## config.mk

```make
export PLATFORM = sky130hd
export DESIGN_NAME = instr_sequencer_flat
export DESIGN_NICKNAME = d
export VERILOG_FILES = /design/src/rtl/instr_sequencer_pkg.sv /design/src/rtl/instr_sequencer_if.sv /design/src/rtl/instr_sequencer_pc_next_unit.sv /design/src/rtl/instr_sequencer.sv /design/src/flat_wrapper.sv
export SDC_FILE = /design/constraint.sdc
export NUM_CORES = 1
export LEC_CHECK = 0
export CORE_MARGIN = 1.5
export CORE_UTILIZATION = 35
export DETAILED_ROUTE_END_ITERATION = 7
export PLACE_DENSITY = 0.65
export SLEW_MARGIN = 30
export SYNTH_ARGS = -nofsm -noshare
export SYNTH_HDL_FRONTEND = slang
export SYNTH_SLANG_ARGS = --single-unit
```

## constraint.sdc

```tcl
create_clock -name CLK -period 4.5 [get_ports CLK]
set_input_delay 1.125 -clock CLK [delete_from_list [all_inputs] [get_ports CLK]]
set_output_delay 1.125 -clock CLK [all_outputs]
set_load 0.005 [all_outputs]
```

## src/rtl/instr_sequencer_pkg.sv

```systemverilog
// Shared definitions for the instruction sequencer: opcodes, ALU SELECT codes,
// FSM states and the opcode decoder.
package instr_sequencer_pkg;

    typedef enum logic [1:0] {
        FETCH  = 2'b00,
        EXEC   = 2'b01,
        COMMIT = 2'b10
    } seq_state_e;

    localparam logic [7:0] OP_LOADI = 8'h00;
    localparam logic [7:0] OP_MOV   = 8'h01;
    localparam logic [7:0] OP_ADD   = 8'h02;
    localparam logic [7:0] OP_SUB   = 8'h03;
    localparam logic [7:0] OP_AND   = 8'h04;
    localparam logic [7:0] OP_OR    = 8'h05;
    localparam logic [7:0] OP_J     = 8'h06;
    localparam logic [7:0] OP_BEQ   = 8'h07;

    // Same encodings as the alu SELECT mux.
    localparam logic [2:0] ALU_FWD = 3'b000;
    localparam logic [2:0] ALU_ADD = 3'b001;
    localparam logic [2:0] ALU_AND = 3'b010;
    localparam logic [2:0] ALU_OR  = 3'b011;

    typedef struct packed {
        logic [2:0] aluop;
        logic       neg_sel;
        logic       imm_sel;
        logic       reg_write;
        logic       is_jump;
        logic       is_beq;
        logic       illegal;
    } ctrl_t;

    function automatic ctrl_t decode_op(input logic [7:0] op);
        ctrl_t c;
        c = '0;
        case (op)
            OP_LOADI: begin
                c.aluop     = ALU_FWD;
                c.imm_sel   = 1'b1;
                c.reg_write = 1'b1;
            end
            OP_MOV: begin
                c.aluop     = ALU_FWD;
                c.reg_write = 1'b1;
            end
            OP_ADD: begin
                c.aluop     = ALU_ADD;
                c.reg_write = 1'b1;
            end
            OP_SUB: begin
                c.aluop     = ALU_ADD;
                c.neg_sel   = 1'b1;
                c.reg_write = 1'b1;
            end
            OP_AND: begin
                c.aluop     = ALU_AND;
                c.reg_write = 1'b1;
            end
            OP_OR: begin
                c.aluop     = ALU_OR;
                c.reg_write = 1'b1;
            end
            OP_J: begin
                c.is_jump = 1'b1;
            end
            OP_BEQ: begin
                // beq compares by subtracting, ZERO comes back from the alu
                c.aluop   = ALU_ADD;
                c.neg_sel = 1'b1;
                c.is_beq  = 1'b1;
            end
            default: begin
                c.illegal = 1'b1;
            end
        endcase
        return c;
    endfunction

endpackage

```

## src/rtl/instr_sequencer_if.sv

```systemverilog
// Bundle between the sequencer, instruction memory and the 8-bit datapath.
interface instr_sequencer_if #(
    parameter int unsigned PC_WIDTH = 32
);
    logic                INSTR_BUSYWAIT;
    logic [31:0]         INSTRUCTION;
    logic                ALU_ZERO;
    logic                INSTR_READ;
    logic [PC_WIDTH-1:0] PC;
    logic [2:0]          ALUOP;
    logic                NEG_SEL;
    logic                IMM_SEL;
    logic [7:0]          IMMEDIATE;
    logic [2:0]          READREG1;
    logic [2:0]          READREG2;
    logic [2:0]          WRITEREG;
    logic                WRITEENABLE;
    logic                ILLEGAL;

    modport master (
        input  INSTR_BUSYWAIT, INSTRUCTION, ALU_ZERO,
        output INSTR_READ, PC, ALUOP, NEG_SEL, IMM_SEL, IMMEDIATE,
               READREG1, READREG2, WRITEREG, WRITEENABLE, ILLEGAL
    );

    modport slave (
        output INSTR_BUSYWAIT, INSTRUCTION, ALU_ZERO,
        input  INSTR_READ, PC, ALUOP, NEG_SEL, IMM_SEL, IMMEDIATE,
               READREG1, READREG2, WRITEREG, WRITEENABLE, ILLEGAL
    );
endinterface

```

## src/rtl/instr_sequencer_pc_next_unit.sv

```systemverilog
// Next-PC candidates: sequential PC and PC-relative branch target (word offset).
module pc_next_unit #(
    parameter int unsigned PC_WIDTH = 32,
    parameter int unsigned PC_STEP  = 4
) (
    input  logic [PC_WIDTH-1:0] pc,
    input  logic [7:0]          offset,
    output logic [PC_WIDTH-1:0] pc_seq,
    output logic [PC_WIDTH-1:0] pc_branch
);
    logic [PC_WIDTH-1:0] offset_ext;

    always_comb begin
        pc_seq     = pc + PC_WIDTH'(PC_STEP);
        offset_ext = {{(PC_WIDTH-8){offset[7]}}, offset};
        pc_branch  = pc_seq + (offset_ext << 2);
    end
endmodule

```

## src/rtl/instr_sequencer.sv

```systemverilog
// Fetch/exec/commit controller driving the 8-bit datapath and owning the PC.
module instr_sequencer
    import instr_sequencer_pkg::*;
#(
    parameter int unsigned PC_WIDTH = 32,
    parameter int unsigned PC_STEP  = 4
) (
    input  logic                 CLK,
    input  logic                 RESET,
    instr_sequencer_if.master    bus
);
    seq_state_e          state;
    logic [PC_WIDTH-1:0] pc_q;
    logic                read_q;
    ctrl_t               ctrl_q;
    logic [7:0]          off_q;
    logic [2:0]          rt_q;
    logic [7:0]          imm_q;
    logic                we_q;
    logic                ill_q;
    logic [PC_WIDTH-1:0] pc_seq;
    logic [PC_WIDTH-1:0] pc_branch;
    logic                rt_hi_unused;

    assign rt_hi_unused = ^bus.INSTRUCTION[15:11];

    pc_next_unit #(
        .PC_WIDTH(PC_WIDTH),
        .PC_STEP (PC_STEP)
    ) u_pc_next (
        .pc       (pc_q),
        .offset   (off_q),
        .pc_seq   (pc_seq),
        .pc_branch(pc_branch)
    );

    always_ff @(posedge CLK) begin
        if (RESET) begin
            state  <= FETCH;
            pc_q   <= '0;
            read_q <= 1'b0;
            ctrl_q <= '0;
            off_q  <= '0;
            rt_q   <= '0;
            imm_q  <= '0;
            we_q   <= 1'b0;
            ill_q  <= 1'b0;
        end else begin
            case (state)
                FETCH: begin
                    we_q   <= 1'b0;
                    ill_q  <= 1'b0;
                    read_q <= 1'b1;
                    if (read_q && !bus.INSTR_BUSYWAIT) begin
                        ctrl_q <= decode_op(bus.INSTRUCTION[31:24]);
                        off_q  <= bus.INSTRUCTION[23:16];
                        rt_q   <= bus.INSTRUCTION[10:8];
                        imm_q  <= bus.INSTRUCTION[7:0];
                        read_q <= 1'b0;
                        state  <= EXEC;
                    end
                end
                EXEC: begin
                    we_q  <= ctrl_q.reg_write;
                    ill_q <= ctrl_q.illegal;
                    state <= COMMIT;
                end
                COMMIT: begin
                    we_q   <= 1'b0;
                    ill_q  <= 1'b0;
                    read_q <= 1'b1;
                    if (ctrl_q.is_jump || (ctrl_q.is_beq && bus.ALU_ZERO))
                        pc_q <= pc_branch;
                    else
                        pc_q <= pc_seq;
                    state <= FETCH;
                end
                default: begin
                    state <= FETCH;
                end
            endcase
        end
    end

    assign bus.INSTR_READ = read_q;
    assign bus.PC         = pc_q;
    assign bus.ALUOP      = ctrl_q.aluop;
    assign bus.NEG_SEL    = ctrl_q.neg_sel;
    assign bus.IMM_SEL    = ctrl_q.imm_sel;
    assign bus.IMMEDIATE  = imm_q;
    assign bus.READREG1   = rt_q;
    assign bus.READREG2   = imm_q[2:0];
    assign bus.WRITEREG   = off_q[2:0];
    // Reset arriving during COMMIT must suppress the strobes already registered for that cycle.
    assign bus.WRITEENABLE = we_q & ~RESET;
    assign bus.ILLEGAL     = ill_q & ~RESET;
endmodule

```

## src/flat_wrapper.sv

```systemverilog
// flat-port wrapper written by rule: the top's interface ports become plain ports
module instr_sequencer_flat import instr_sequencer_pkg::*;
#(
    parameter int unsigned PC_WIDTH = 32,
    parameter int unsigned PC_STEP  = 4
)
  (CLK, RESET, bus_INSTR_BUSYWAIT, bus_INSTRUCTION, bus_ALU_ZERO, bus_INSTR_READ, bus_PC, bus_ALUOP, bus_NEG_SEL, bus_IMM_SEL, bus_IMMEDIATE, bus_READREG1, bus_READREG2, bus_WRITEREG, bus_WRITEENABLE, bus_ILLEGAL);
  instr_sequencer_if #(.PC_WIDTH(PC_WIDTH)) bus_i ();
  input  logic CLK;
  input  logic RESET;
  input wire logic [$bits(bus_i.INSTR_BUSYWAIT)-1:0] bus_INSTR_BUSYWAIT;
  input wire logic [$bits(bus_i.INSTRUCTION)-1:0] bus_INSTRUCTION;
  input wire logic [$bits(bus_i.ALU_ZERO)-1:0] bus_ALU_ZERO;
  output wire logic [$bits(bus_i.INSTR_READ)-1:0] bus_INSTR_READ;
  output wire logic [$bits(bus_i.PC)-1:0] bus_PC;
  output wire logic [$bits(bus_i.ALUOP)-1:0] bus_ALUOP;
  output wire logic [$bits(bus_i.NEG_SEL)-1:0] bus_NEG_SEL;
  output wire logic [$bits(bus_i.IMM_SEL)-1:0] bus_IMM_SEL;
  output wire logic [$bits(bus_i.IMMEDIATE)-1:0] bus_IMMEDIATE;
  output wire logic [$bits(bus_i.READREG1)-1:0] bus_READREG1;
  output wire logic [$bits(bus_i.READREG2)-1:0] bus_READREG2;
  output wire logic [$bits(bus_i.WRITEREG)-1:0] bus_WRITEREG;
  output wire logic [$bits(bus_i.WRITEENABLE)-1:0] bus_WRITEENABLE;
  output wire logic [$bits(bus_i.ILLEGAL)-1:0] bus_ILLEGAL;
  assign bus_i.INSTR_BUSYWAIT = bus_INSTR_BUSYWAIT;
  assign bus_i.INSTRUCTION = bus_INSTRUCTION;
  assign bus_i.ALU_ZERO = bus_ALU_ZERO;
  assign bus_INSTR_READ = bus_i.INSTR_READ;
  assign bus_PC = bus_i.PC;
  assign bus_ALUOP = bus_i.ALUOP;
  assign bus_NEG_SEL = bus_i.NEG_SEL;
  assign bus_IMM_SEL = bus_i.IMM_SEL;
  assign bus_IMMEDIATE = bus_i.IMMEDIATE;
  assign bus_READREG1 = bus_i.READREG1;
  assign bus_READREG2 = bus_i.READREG2;
  assign bus_WRITEREG = bus_i.WRITEREG;
  assign bus_WRITEENABLE = bus_i.WRITEENABLE;
  assign bus_ILLEGAL = bus_i.ILLEGAL;
  instr_sequencer #(.PC_WIDTH(PC_WIDTH), .PC_STEP(PC_STEP)) u_core (.CLK(CLK), .RESET(RESET), .bus(bus_i));
endmodule
```

==> summary.log, run 1 <==
qor: global_route.globalRouteOverflowTotal 0
qor: synthesis.synth_compound_area_share 24.7%
qor: detailed_routing.route.vias.total 5,008
qor: place.globalplace.congestion 0.926
qor: synthesis.synth_top_family_by_area compound AO/OA/AOI/OAI gates
qor: global_route.grt_start_max_net_pins 50
qor: clock_tree.insertion_delay 0.34 ns
qor: clock_tree.cts-root-to-sink-buffers 2
qor: min_path.worst_hold_path.endpoint u_core.bus.IMMEDIATE[3]
qor: place.buffer_ports.inserted 84
qor: global_route.grt_pass1_wl 24,000 um
qor: clock_tree.clock_sink_count 62
qor: critical_path.crit-reg2reg-capture u_core.bus.PC[31]
qor: synthesis.synth-edff-count 0
qor: power.leakage_power_summed_over_all_cells 2.38 nW
qor: clock_tree.ctsResizeCount 0
qor: detailed_routing.drcViolationCount 0
qor: sta.tightestPinTransition 0.996 ns
qor: critical_path.required 4.71 ns
qor: clock_tree.clock_tree_from_tritoncts done
qor: synthesis.postSynthCellCount 656
qor: detailed_routing.detail_route.first_pass.iterations 5
qor: global_route.grt.total_usage 20.7%
qor: floorplanning.floorplan.initialDensity 35.6%
qor: detailed_routing.viasPerCell 5.56
qor: sta.final_hold_viol_count 0
qor: global_route.number_of_global_route_vias_before_repair 4,809
qor: min_path.hold_path_depth 2
qor: sta.rsz0062_at_grt no
qor: layout.layout-area-overhead-vs-synth 25.6%
qor: floorplanning.die_area 0.0147 mm^2
qor: synthesis.synth.most_common_cell sky130_fd_sc_hd__nand2_1
qor: clock_tree.tritoncts.num_buffers 9
qor: critical_path.worstSetupPathType register to register
qor: sta.setup_total_negative_slack 0 ns
qor: synthesis.async_reset_ff_share 0%
qor: clock_tree.ctsHoldBuffers 0
qor: floorplanning.row_count 43
qor: critical_path.crit-reg2reg-launch u_core.bus.PC[4]
qor: synthesis.yosys_warn_count 0
qor: floorplanning.die_h 121 um
qor: power.power.ir.vdd_worst 0.174 mV
qor: run.drv_cap 0
qor: layout.nets 790
qor: floorplanning.num_io_pins 93
qor: synthesis.post_synth_simple_gate_area 24.3%
qor: synthesis.synth.cell_area 0.00491 mm^2
qor: layout.antenna_cells_inserted 0
qor: synthesis.synthMuxAreaShare 0.816%
qor: synthesis.synthDominantAreaCellType sky130_fd_sc_hd__dfxtp_1
qor: sta.finalWorstPathRequiredPeriod 3.95 ns
qor: synthesis.synthAdderAreaFrac 9.84%
qor: layout.final-seq-area 0.00124 mm^2
qor: place.dpl.hpwl 10,500 um
qor: layout.finish.instance_area 0.00616 mm^2
qor: power.pwr_density_cell 248 mW/mm^2
qor: sta.hold_slack 0.453 ns
qor: synthesis.post-synth-top-area-fraction 25.3%
qor: detailed_routing.detail-route-antenna-nets 0
qor: min_path.holdCritStartpoint u_core.bus.IMMEDIATE[3]
qor: detailed_routing.wl_per_cell 16.1 um
qor: critical_path.cp_capture_type register
qor: sta.slew_headroom 33.4%
qor: global_route.antenna_violations_before_repair 0
qor: layout.post_route_cells_drive_above_1_share 6.66%
qor: critical_path.start_kind register
qor: synthesis.synth_xor_area_share 8.93%
qor: synthesis.average_footprint_of_a_synthesized_cell 7.48 um^2
qor: sta.fin_skew 0.00944 ns
qor: critical_path.timing.critical_path.arrival 4.16 ns
qor: run_status.status finished, final reports clean
qor: layout.final_standard_cell_utilization_of_the_core 44.7%
qor: synthesis.netlist-cell-type-count 67
qor: floorplanning.coreArea 0.0138 mm^2
qor: detailed_routing.detail_route.wirelength 14,500 um
qor: detailed_routing.drt_iter0_markers 372
qor: power.finalPower 1.53 mW
qor: place.postPlaceCellArea 0.00584 mm^2
qor: synthesis.ffs_latches_synth 62
qor: clock_tree.clock-root-buffer sky130_fd_sc_hd__clkbuf_16
qor: clock_tree.path_clk_slew 0.06 ns
qor: critical_path.ff2ff_setup_slack 0.55 ns
qor: sta.layout_worst_path_cycle_share 87.7%
qor: sta.final_report_max_slew_violation_count 0
qor: layout.multi_input_comb_area 0.00339 mm^2
qor: synthesis.synth_seq_area_share 25.3%
qor: synthesis.synth_ff_type sky130_fd_sc_hd__dfxtp_1
qor: critical_path.cp_max_fo 8
qor: critical_path.reg2regPathDepth 15
qor: clock_tree.post_cts.repair.setup_buffers 0
qor: sta.finalSetupViolations 0
qor: min_path.hold_path_class register to register
qor: synthesis.ys_top_cells_by_area sky130_fd_sc_hd__dfxtp_1 25%, sky130_fd_sc_hd__ha_1 9.4%, sky130_fd_sc_hd__nand2_1 7.3%
qor: floorplanning.die_x 121 um
qor: layout.fill_cells 1,428
qor: synthesis.synth_top_cells_by_count 96 x sky130_fd_sc_hd__nand2_1, 70 x sky130_fd_sc_hd__a21oi_1, 62 x sky130_fd_sc_hd__dfxtp_1
qor: clock_tree.h_tree_levels 3
qor: sta.fmaxAchievable 0.253 GHz
==> per-stage QoR <==
stage	cells	worst slack [ns]
2_1_floorplan	658	1.15
3_3_place_gp	885	0.643
3_5_place_dp	885	0.644
4_1_cts	901	0.601
5_1_grt	901	0.145
6_report	901	0.555
==> cells by family (layout without fill, tap and decap cells) <==
logic type,after synthesis,count (layout)
XOR/XNOR,50,50
adder cells (fa/ha/maj),38,38
AND/OR/NAND/NOR,249,249
other,1,3
multiplexers,4,4
flip-flops,62,62
buffers and inverters,62,125
AO/OA/AOI/OAI,190,190
==> layout by cell type, fill, tap and decap left out, types with 3 or more instances in the layout <==
cell type                         synthesis  final
sky130_fd_sc_hd__and2_1                   6      6
sky130_fd_sc_hd__a21o_1                  15     15
sky130_fd_sc_hd__and4_1                   4      4
sky130_fd_sc_hd__xnor2_1                 39     39
sky130_fd_sc_hd__clkdlybuf4s50_1          0     83
sky130_fd_sc_hd__nor2b_1                  6      5
sky130_fd_sc_hd__ha_1                    37     37
sky130_fd_sc_hd__dfxtp_1                 62     62
sky130_fd_sc_hd__nor4_1                   5      5
sky130_fd_sc_hd__clkbuf_16                0      9
sky130_fd_sc_hd__o21ai_0                 37     37
sky130_fd_sc_hd__mux2i_1                  4      4
sky130_fd_sc_hd__nor2_1                  51     51
sky130_fd_sc_hd__a311oi_1                 4      4
sky130_fd_sc_hd__a22oi_1                 11     11
sky130_fd_sc_hd__nand2_1                 96     96
sky130_fd_sc_hd__and3_1                  15     15
sky130_fd_sc_hd__conb_1                   1      3
sky130_fd_sc_hd__inv_1                   12     12
sky130_fd_sc_hd__nand3_1                 31     31
sky130_fd_sc_hd__nand2b_1                 3      3
sky130_fd_sc_hd__nor3_1                   6      6
sky130_fd_sc_hd__o21ai_1                  9      9
sky130_fd_sc_hd__buf_4                   12     13
sky130_fd_sc_hd__o31ai_1                  3      3
sky130_fd_sc_hd__a21oi_1                 70     69
sky130_fd_sc_hd__xor2_1                  11     11
sky130_fd_sc_hd__or3_1                    4      4
sky130_fd_sc_hd__a31oi_1                  8      8
sky130_fd_sc_hd__nand4_1                 10     10
sky130_fd_sc_hd__o21bai_1                 3      3
sky130_fd_sc_hd__o211ai_1                 4      4
==> state kept, by name, indices dropped and copies added (netlist names), 2 cells and up <==
signal / count
u_core.bus.PC: 30
u_core.ctrl_q: 4
u_core.off_q: 8
u_core.bus.READREG1: 3
u_core.bus.ALUOP: 2
u_core.bus.IMMEDIATE: 8
u_core.state: 2
==> area by class of cell <==
class / count / share of cell area (%)
multi-input cells: 534 / 55.0
repair buffers: 97 / 15.2
inverters: 12 / 0.731
clock inverters: 5 / 1.34
clock buffers: 11 / 3.94
well taps: 180 / 3.66
flip-flops and latches: 62 / 20.1
==> worst max-delay path by stage <==
stage          cells past startpoint             start                 to
5_1_grt                           15  u_core.bus.PC[4]  u_core.bus.PC[31]
6_report                          15  u_core.bus.PC[4]  u_core.bus.PC[31]
3_3_place_gp                      16  u_core.bus.PC[9]  u_core.bus.PC[31]
3_5_place_dp                      16  u_core.bus.PC[9]  u_core.bus.PC[31]
4_1_cts                           15  u_core.bus.PC[4]  u_core.bus.PC[31]
2_1_floorplan                     16  u_core.bus.PC[4]  u_core.bus.PC[30]
==> metal layers <==
layer | share of wire [%] | vias up | track usage [%] | wire length, um
li1 | - | 2465 | - | -
met1 | 44 | 2334 | 26.4 | 6380
met2 | 46 | 176 | 32.7 | 6680
met3 | 7.2 | 33 | 4.61 | 1050
met4 | 2.9 | 0 | 10.4 | 422
met5 | 0 | - | 0 | 0
==> report_power, final <==
group          total, mW  internal [mW]  switching [mW]
sequential         0.579          0.564          0.0154
clock              0.772          0.501           0.271
combinational      0.176         0.0856          0.0899
total               1.53           1.15           0.376
==> critical path, cell delays in order, from the launching register on <==
cell	delay, ns
sky130_fd_sc_hd__dfxtp_1	0.47
sky130_fd_sc_hd__and4_4	0.30
sky130_fd_sc_hd__and2_1	0.24
sky130_fd_sc_hd__nand3_1	0.18
sky130_fd_sc_hd__nor4_2	0.53
sky130_fd_sc_hd__nand3_1	0.25
sky130_fd_sc_hd__xnor2_1	0.26
sky130_fd_sc_hd__ha_1	0.32
sky130_fd_sc_hd__a211oi_1	0.25
sky130_fd_sc_hd__o21ai_0	0.14
sky130_fd_sc_hd__o211ai_1	0.19
sky130_fd_sc_hd__nor2_1	0.11
sky130_fd_sc_hd__a221oi_2	0.31
sky130_fd_sc_hd__nand3_2	0.11
sky130_fd_sc_hd__xnor2_1	0.13
sky130_fd_sc_hd__nor2_1	0.05
Power figures use the tool's default switching activity.
==> run 2: changes to the inputs <==
--- a/config.mk
+++ b/config.mk
@@ -8,6 +8,7 @@
 export CORE_MARGIN = 1.5
 export CORE_UTILIZATION = 35
 export DETAILED_ROUTE_END_ITERATION = 7
+export HOLD_SLACK_MARGIN = 0.08
 export PLACE_DENSITY = 0.65
 export SLEW_MARGIN = 30
 export SYNTH_ARGS = -nofsm -noshare
==> results of run 2 <==
No change in the layout: final DEF, timing and power equal those of run 1.
==> run 3: changes to the inputs <==
--- a/config.mk
+++ b/config.mk
@@ -7,6 +7,7 @@
 export LEC_CHECK = 0
 export CORE_MARGIN = 1.5
 export CORE_UTILIZATION = 35
+export CTS_CLUSTER_DIAMETER = 200
 export DETAILED_ROUTE_END_ITERATION = 7
 export HOLD_SLACK_MARGIN = 0.08
 export PLACE_DENSITY = 0.65
@@ -14,3 +15,4 @@
 export SYNTH_ARGS = -nofsm -noshare
 export SYNTH_HDL_FRONTEND = slang
 export SYNTH_SLANG_ARGS = --single-unit
+export TNS_END_PERCENT = 10
==> results of run 3 <==
No change in the layout: final DEF, timing and power equal those of run 1.
